==> src/rtl/data_sync_filter.sv <==
// -----------------------------------------------------------------------------
// data_sync_filter
//
// Per-bit clock-domain-crossing synchroniser followed by a per-bit stability
// filter. Each input bit runs through an S_DEPTH flop chain. The filtered
// output bit follows the synchronised value only after that value has
// differed from the output for F_DEPTH consecutive cycles. Short glitches are
// discarded, and interrupted runs never accumulate.
//
// Parameters:
//   D_WIDTH  number of independent bit channels
//   S_DEPTH  synchroniser stages per bit (>= 2)
//   F_DEPTH  cycles a new value must persist (>= 1, 1 = no filtering)
//   RST_VAL  reset value of the sync chain and data_o
//
// Ports:
//   clk_i    clock
//   rst_n_i  asynchronous active-low reset
//   data_i   asynchronous input bus, bits independent
//   data_o   synchronised, filtered bus (registered)
//   rise_o   one-cycle pulse per bit when data_o goes 0->1
//   fall_o   one-cycle pulse per bit when data_o goes 1->0
//
// Optional feature macro: DATA_SYNC_FILTER_EDGE_EN
//   defined   : rise_o/fall_o are registered edge pulses aligned with data_o
//   undefined : rise_o/fall_o are tied to 0 and no edge logic is built
// -----------------------------------------------------------------------------
module data_sync_filter #(
  parameter int unsigned         D_WIDTH = 8,
  parameter int unsigned         S_DEPTH = 2,
  parameter int unsigned         F_DEPTH = 4,
  parameter logic [D_WIDTH-1:0]  RST_VAL = {D_WIDTH{1'b0}}
) (
  input  logic               clk_i,
  input  logic               rst_n_i,
  input  logic [D_WIDTH-1:0] data_i,
  output logic [D_WIDTH-1:0] data_o,
  output logic [D_WIDTH-1:0] rise_o,
  output logic [D_WIDTH-1:0] fall_o
);

  localparam int unsigned     CW       = $clog2(F_DEPTH + 1);
  localparam logic [CW-1:0]   CNT_LAST = CW'(F_DEPTH - 1);

  // r_sync[0] samples data_i; r_sync[S_DEPTH-1] is the synchronised value.
  logic [S_DEPTH-1:0][D_WIDTH-1:0] r_sync;
  logic [D_WIDTH-1:0]              w_sync;
  logic [D_WIDTH-1:0]              r_data;
  logic [D_WIDTH-1:0][CW-1:0]      r_cnt;

  logic [D_WIDTH-1:0]              w_diff;
  logic [D_WIDTH-1:0]              w_take;
  logic [D_WIDTH-1:0]              w_data_nxt;
  logic [D_WIDTH-1:0][CW-1:0]      w_cnt_nxt;

  // ---------------------------------------------------------------------------
  // Synchroniser chain
  // ---------------------------------------------------------------------------
  always_ff @(posedge clk_i or negedge rst_n_i) begin
    if (!rst_n_i) begin
      r_sync <= {S_DEPTH{RST_VAL}};
    end else begin
      r_sync <= {r_sync[S_DEPTH-2:0], data_i};
    end
  end

  assign w_sync = r_sync[S_DEPTH-1];

  // ---------------------------------------------------------------------------
  // Stability filter
  // The counter holds how many consecutive cycles w_sync has already differed
  // from data_o; the F_DEPTH-th differing cycle commits the new value. Any
  // cycle where they agree clears the count, so glitches never accumulate.
  // With F_DEPTH=1, CNT_LAST is 0 and every difference commits immediately,
  // leaving the counters at a constant 0.
  // ---------------------------------------------------------------------------
  always_comb begin
    w_diff     = '0;
    w_take     = '0;
    w_data_nxt = r_data;
    w_cnt_nxt  = r_cnt;
    for (int b = 0; b < int'(D_WIDTH); b++) begin
      w_diff[b] = w_sync[b] ^ r_data[b];
      w_take[b] = w_diff[b] && (r_cnt[b] == CNT_LAST);
      if (!w_diff[b] || w_take[b]) begin
        w_cnt_nxt[b] = '0;
      end else begin
        w_cnt_nxt[b] = r_cnt[b] + CW'(1);
      end
      if (w_take[b]) begin
        w_data_nxt[b] = w_sync[b];
      end
    end
  end

  always_ff @(posedge clk_i or negedge rst_n_i) begin
    if (!rst_n_i) begin
      r_data <= RST_VAL;
      r_cnt  <= '0;
    end else begin
      r_data <= w_data_nxt;
      r_cnt  <= w_cnt_nxt;
    end
  end

  assign data_o = r_data;

  // ---------------------------------------------------------------------------
  // Edge pulses: registered on the same edge that commits data_o, so the pulse
  // and the new data_o value appear in the same cycle. A commit always flips
  // the bit, so the committed value alone tells the direction.
  // ---------------------------------------------------------------------------
`ifdef DATA_SYNC_FILTER_EDGE_EN
  logic [D_WIDTH-1:0] r_rise;
  logic [D_WIDTH-1:0] r_fall;

  always_ff @(posedge clk_i or negedge rst_n_i) begin
    if (!rst_n_i) begin
      r_rise <= '0;
      r_fall <= '0;
    end else begin
      r_rise <= w_take & w_sync;
      r_fall <= w_take & ~w_sync;
    end
  end

  assign rise_o = r_rise;
  assign fall_o = r_fall;
`else
  assign rise_o = '0;
  assign fall_o = '0;
`endif

endmodule

==> config.mk <==
export PLATFORM = sky130hd
export DESIGN_NAME = data_sync_filter
export DESIGN_NICKNAME = d
export VERILOG_FILES = /design/src/rtl/data_sync_filter.sv
export SDC_FILE = /design/constraint.sdc
export NUM_CORES = 1
export LEC_CHECK = 0
export BUFFER_PORTS_ARGS = -buffer_cell sky130_fd_sc_hd__buf_2
export CAP_MARGIN = 20
export CORE_MARGIN = 5
export CORE_UTILIZATION = 33
export CTS_BUF_LIST = sky130_fd_sc_hd__clkbuf_2 sky130_fd_sc_hd__clkbuf_4 sky130_fd_sc_hd__clkbuf_8
export CTS_CLUSTER_DIAMETER = 150
export DETAILED_ROUTE_END_ITERATION = 10
export GPL_TIMING_DRIVEN = 0
export MAX_ROUTING_LAYER = met4
export PLACE_DENSITY = 0.58
export REMOVE_ABC_BUFFERS = 1
export SYNTH_ARGS = -nofsm -noshare
export SYNTH_HDL_FRONTEND = slang
export SYNTH_SLANG_ARGS = --single-unit
==> constraint.sdc <==
create_clock -name clk_i -period 1.3 [get_ports clk_i]
set_input_delay 0.13 -clock clk_i [delete_from_list [all_inputs] [get_ports clk_i]]
set_output_delay 0.13 -clock clk_i [all_outputs]
set_load 0.02 [all_outputs]
==> results of run 1 <==
==> through the flow <==
| stage | total power, uW | cells |
|---|---|---|
| floorplan | 3080 | 128 |
| global placement | 3320 | 217 |
| detailed placement | 3470 | 217 |
| CTS | 4420 | 233 |
| global route | 4720 | 235 |
| finish | 4350 | 235 |
==> cell usage after synthesis (all sizes together) <==
| library cell | count | share of area |
|---|---|---|
| mux2 | 8 | 0.048 |
| ha | 16 | 0.11 |
| dfrtp | 48 | 0.63 |
| inv | 8 | 0.016 |
| xnor2 | 8 | 0.037 |
| nor3 | 16 | 0.042 |
| conb | 1 | 0.0020 |
| nor3b | 8 | 0.053 |
| buf | 16 | 0.063 |
==> cells by family after synthesis <==
logic type / Yosys count / share of synthesized area
multiplexers: 8 / 0.0475
other: 1 / 0.00198
XOR/XNOR: 8 / 0.0370
buffers and inverters: 24 / 0.0792
AND/OR/NAND/NOR: 24 / 0.0951
flip-flops: 48 / 0.634
adder cells (fa/ha/maj): 16 / 0.106
==> routing by layer <==
metal  share of wire  up-vias
met3           0.075        2
li1                -      460
met4          0.0033        0
met1            0.41      465
met5               0        -
met2            0.51       30
==> power by group through the flow <==
stage                     combinational, uW  clock, uW  sequential (uW)
final                                  1310        905             2130
after global routing                   1500       1020             2200
after CTS                              1320        952             2150
after detailed placement               1300          0             2180
after global placement                 1190          0             2130
after floorplan                         799          0             2280
==> repair_timing <==
action                                  in CTS  in global routing
gates cloned                                 0                  0
hold buffers                                 8                  1
endpoints found under the setup margin       1                  7
resized for setup                            1                  7
endpoints found under the hold margin        8                 10
==> state kept, by name, indices dropped and copies added, names as in the netlist <==
name,flops
data_o,8
r_cnt,24
r_sync,8
w_sync,8
==> worst max path at each step <==
stage               slack [ns]       from        end  depth (start not counted)
floorplan                 0.10   r_cnt[0]  data_o[0]                          3
global placement          0.07   r_cnt[6]  data_o[2]                          3
detailed placement        0.01  r_cnt[12]  data_o[4]                          3
CTS                       0.02  r_cnt[15]  data_o[5]                          3
global route              0.01   r_cnt[3]  data_o[1]                          3
finish                    0.07  r_cnt[12]  data_o[4]                          3
==> layout make-up <==
class,instances,area (sq um)
multi-input combinational,72,621
clock buffer,8,97.6
sequential,48,1200
fill,540,3310
tap,72,90.1
inverter,8,30.0
timing repair buffer,27,195
==> out/results.tsv, run 1 <==
stage	metric	value	unit
timing	fin_crit	1.23	ns
worst_setup_path	arrival	1.40	ns
synthesis	ys_ff_latch	48	
timing	fmax	0.812	GHz
clock_tree	clock_sinks	48	
worst_setup_path	cp.required	1.47	ns
synthesis	synth_area_per_cell	14.7	sq um
timing	clock_skew	0.00494	ns
timing	hold_slack	0.244	ns
clock_tree	clockBufferDepth	2	
routing	wire_per_inst	10.3	um
worst_setup_path	timing.critical_path.buf_inv	0	
clock_tree	worst_skew_pair.late_latency	0.28	ns
global_route	grt_pass1_vias	1039	
pwr	clkPwrFrac	0.208	
final_layout	insertedDiodeCount	0	
timing	finalSetupTns	0	ns
clock_tree	root_buffer	clkbuf_8	
final_layout	nets	188	
placed_design	place_area	2010	sq um
pwr	internal_power	3000	uW
synthesis	yosys_warnings	0	
die	dieArea	7360	sq um
routing	drtIter0Drc	15	
final_layout	finalInstanceArea	2230	sq um
final_layout	drive_gt1_frac	0.258	
worst_hold_path	hold_path.class	input port to asynchronous set/reset pin	
routing	vias	957	
final_layout	synthToLayoutAreaGrowth	17.9	%
placed_design	dp_hpwl	1830	um
synthesis	yosysUniqueCellTypes	9	
routing	drt-pass1-iter-count	3	
clock_tree	htree_num_levels	2	
clock_tree	cts_inserted_buffers	5	
die	core	5540	sq um
worst_setup_path	reg2reg_depth	3	
global_route	grt_antenna_before_repair	0	
global_route	grt_max_degree	49	
worst_setup_path	critical_path.top_delay_family	adder cells	
clock_tree	post-cts-setup-buffers	0	
clock_tree	tritoncts	built	
timing	finalHoldViolations	0	
pwr	seqPwrFrac	0.491	
worst_setup_path	worst-setup-path-type	register to register	
placed_design	portBuffers	17	
pwr	p_comb_frac	0.301	
worst_setup_path	r2r_start	r_cnt[12]	
global_route	gr-max-usage-layer	met2	
global_route	grt_usage	0.0786	
global_route	overflow	0	
pwr	switching_share	0.309	
synthesis	postSynthCellCount	129	
routing	ant_nets	0	
routing	viasPerCell	4.07	
global_route	grt.met1_usage	0.0845	
pwr	p_leak	0.00104	uW
die	die_w	85.8	um
worst_setup_path	crit_chain	ha_1 > ha_2 > mux2_1	
die	io-pin-count	34	
worst_setup_path	r2r_end	data_o[4]	
worst_setup_path	crit_path_top_delay_cell	dfrtp_1	
timing	finalCritPeriodShare	0.948	
final_layout	utilization	0.403	
placed_design	place_congestion	0.642	
clock_tree	cts.clk_slew.worst_paths	0.08	ns
global_route	grtUsageMet2	0.133	
final_layout	final_cell_mix	48 x dfrtp_1, 17 x buf_2, 16 x nor3_1, 16 x conb_1, 9 x dlygate4sd3_1	
pwr	p_sw	1350	uW
worst_setup_path	end_kind	register	
die	start_util	0.342	
timing	setup_ws	0.0678	ns
worst_setup_path	slowest_delay	0.39	ns
pwr	powerDensity	1950	nW/um^2
synthesis	synth_area	1900	sq um
timing	drv_slew	0	
die	rows	27	
global_route	use_met3	0.0298	
synthesis	ys_seq_area_frac	0.634	
pwr	ir_drop	1.17	mV
routing	drt_wl_total	2430	um
worst_setup_path	startpoint_type	register	
global_route	grt_pass1_wl	4420	um
worst_setup_path	rrSetupSlack	0.07	ns
timing	setup_viol	0	
final_layout	final_common_cell	dfrtp_1	
timing	rsz0062_at_grt	false	
job	maxCapViolCount	0	
die	die_h	85.8	um
placed_design	pre_cts_slack	0.0102	ns
worst_setup_path	cp_max_fo	4	
routing	drc_errors	0	
status	outcome	completed	
(Power assumes the default switching activity.)
==> inputs of run 2 (changes only) <==
Settings changed: ABC_AREA set to 1.
==> run 2 against run 1 <==
Net effect:
- via count increased by 17%
- core utilization decreased by 0.18 points
- die area increased by 0.93%
- global-route usage increased by 0.15 points
- register-to-register slack improved by 0.06 ns
- sequential share of layout area decreased by 0.090 points
- flip-flop and latch count unchanged
- clock skew about the same
- setup slack improved by 0.062 ns
- critical endpoint is now r_cnt[10]
- largest cell class unchanged
- highest routed layer unchanged
==> out/results.tsv, run 2 <==
stage	metric	value	unit
worst_setup_path	cp_max_fo	3	
timing	rsz0062_at_grt	true	
die	start_util	0.344	
placed_design	portBuffers	17	
routing	wire_per_inst	8.94	um
global_route	grt_usage	0.0801	
final_layout	final_cell_mix	48 x dfrtp_1, 40 x nand2_1, 24 x inv_1	
worst_setup_path	startpoint_type	register	
clock_tree	root_buffer	clkbuf_8	
clock_tree	clockBufferDepth	2	
die	die_w	86.2	um
final_layout	fillers	572	
clock_tree	cts.clk_slew.worst_paths	0.08	ns
synthesis	ys_ff_latch	48	
worst_setup_path	cp.required	1.50	ns
job	maxCapViolCount	0	
clock_tree	tritoncts	built	
routing	vias	1124	
pwr	p_sw	1410	uW
clock_tree	htree_num_levels	2	
synthesis	synth-edff-count	0	
die	die_h	86.2	um
final_layout	drive_gt1_frac	0.124	
pwr	powerDensity	1920	nW/um^2
die	rows	27	
synthesis	synthTopCellsByArea	dfrtp_1 63%, ha_1 10%, nand2_1 7.8%, nor3_1 6.3%, buf_4 6.3%	
synthesis	synth.largest_area_cell	dfrtp_1	
worst_setup_path	end_kind	register	
clock_tree	worst_skew_pair.late_latency	0.28	ns
final_layout	top_register	r_cnt	
final_layout	largest_reg_flops	24	
global_route	overflow	0	
die	dieArea	7430	sq um
final_layout	nets	236	
routing	drt_wl_total	2520	um
pwr	ir_drop	0.993	mV
timing	finalCritPeriodShare	0.900	
global_route	grt_pass1_vias	1074	
final_layout	finalInstanceArea	2240	sq um
timing	fmax	0.855	GHz
final_layout	insertedDiodeCount	0	
placed_design	dp_hpwl	1720	um
pwr	p_comb_frac	0.289	
pwr	internal_power	2890	uW
synthesis	synth_top_flop_cell	dfrtp_1	
final_layout	synthToLayoutAreaGrowth	16.9	%
worst_setup_path	worst-setup-path-type	register to register	
synthesis	synth_area	1920	sq um
routing	ant_nets	0	
global_route	grt_max_degree	49	
synthesis	ys_seq_area_frac	0.627	
pwr	p_leak	0.00117	uW
synthesis	synth_top_area_frac	0.627	
die	core	5570	sq um
pwr	switching_share	0.328	
timing	fin_crit	1.17	ns
placed_design	place_congestion	0.749	
routing	drt-pass1-iter-count	4	
timing	finalHoldViolations	0	
final_layout	final_common_cell	dfrtp_1	
synthesis	yosysUniqueCellTypes	8	
pwr	clkPwrFrac	0.212	
synthesis	synth_area_per_cell	10.8	sq um
synthesis	yosys_warnings	0	
placed_design	place_area	2030	sq um
worst_hold_path	hold_path.class	input port to asynchronous set/reset pin	
pwr	seqPwrFrac	0.499	
synthesis	ys_async_sr_fraction	1.00	
timing	setup_viol	0	
global_route	grt_antenna_before_repair	0	
clock_tree	cts_inserted_buffers	5	
timing	clock_skew	0.00484	ns
routing	drc_errors	0	
timing	hold_slack	0.234	ns
timing	drv_slew	0	
worst_setup_path	arrival	1.37	ns
synthesis	synth_common_cells	48 x dfrtp_1, 40 x nand2_1, 24 x inv_1, 24 x nor3_1	
synthesis	yosys.cell_count.top_type	dfrtp_1	
routing	viasPerCell	3.99	
global_route	grt_pass1_wl	4570	um
die	io-pin-count	34	
status	outcome	completed	
clock_tree	clock_sinks	48	
routing	drtIter0Drc	25	
synthesis	postSynthCellCount	177	
## run 2: timing repair
item	CTS	global route
buffers inserted	0	0
hold endpoints to repair	8	8
setup endpoints to repair	0	3
hold buffers	8	1
resized for setup	0	1
## run 2: routing by layer
layer | share of wire | track usage
met5 | 0 | -
met4 | 0.0099 | 0.0340
met1 | 0.48 | 0.0960
met2 | 0.45 | 0.122
met3 | 0.055 | 0.0295
## run 2: through the flow
step                utilization  setup TNS (ns)  total power, uW  setup WS [ns]  instances
global placement          0.364               0             3360          0.163        265
CTS                       0.395               0             4370         0.0986        280
floorplan                     -               0             3060          0.246        176
global route              0.402        -0.00853             4740       -0.00525        282
finish                    0.402               0             4290          0.130        282
detailed placement        0.364               0             3410          0.118        265
## run 2: power groups by stage
| stage | Sequential, uW | Combinational, uW | Clock, uW |
|---|---|---|---|
| after global routing | 2200 | 1510 | 1030 |
| after global placement | 2160 | 1200 | 0 |
| after CTS | 2150 | 1250 | 969 |
| after floorplan | 2270 | 795 | 0 |
| after detailed placement | 2180 | 1230 | 0 |
| final | 2140 | 1240 | 910 |
## run 2: worst paths after layout
| check | from | end | slack, ns | cells after the start |
|---|---|---|---|---|
| max in group asynchronous | rst_n_i | r_sync[4] | 0.59 | 3 |
| worst max register to register | r_cnt[9] | r_cnt[10] | 0.13 | 5 |
| min in group clk_i | r_sync[6] | w_sync[6] | 0.35 | 0 |
| worst min register to register | r_sync[6] | w_sync[6] | 0.35 | 0 |
| worst min-delay path | rst_n_i | data_o[5] | 0.23 | 2 |
| worst max-delay path | r_cnt[9] | r_cnt[10] | 0.13 | 5 |
## run 2: layout make-up
| class | instances | area (sq um) | share of cell area |
|---|---|---|---|
| Clock buffer | 7 | 96.3 | 0.0430 |
| Inverter | 24 | 90.1 | 0.0402 |
| Multi-Input combinational cell | 104 | 566 | 0.253 |
| Sequential cell | 48 | 1200 | 0.537 |
| Tap cell | 72 | 90.1 | 0.0402 |
| Timing Repair Buffer | 27 | 195 | 0.0872 |
## run 2: logic make-up (layout without fill, tap and decap cells)
group / after synthesis / after routing / share of synthesized area
buffers and inverters: 40 / 58 / 0.110
AND/OR/NAND/NOR: 72 / 72 / 0.157
flip-flops: 48 / 48 / 0.627
other: 1 / 16 / 0.00196
adder cells (fa/ha/maj): 16 / 16 / 0.105
## run 2: critical path, stage by stage, from the launching register on
cell and delay, ns:
dfrtp_1 0.39, ha_1 0.20, ha_1 0.19, inv_1 0.07
nand2_1 0.09, nor3_1 0.14
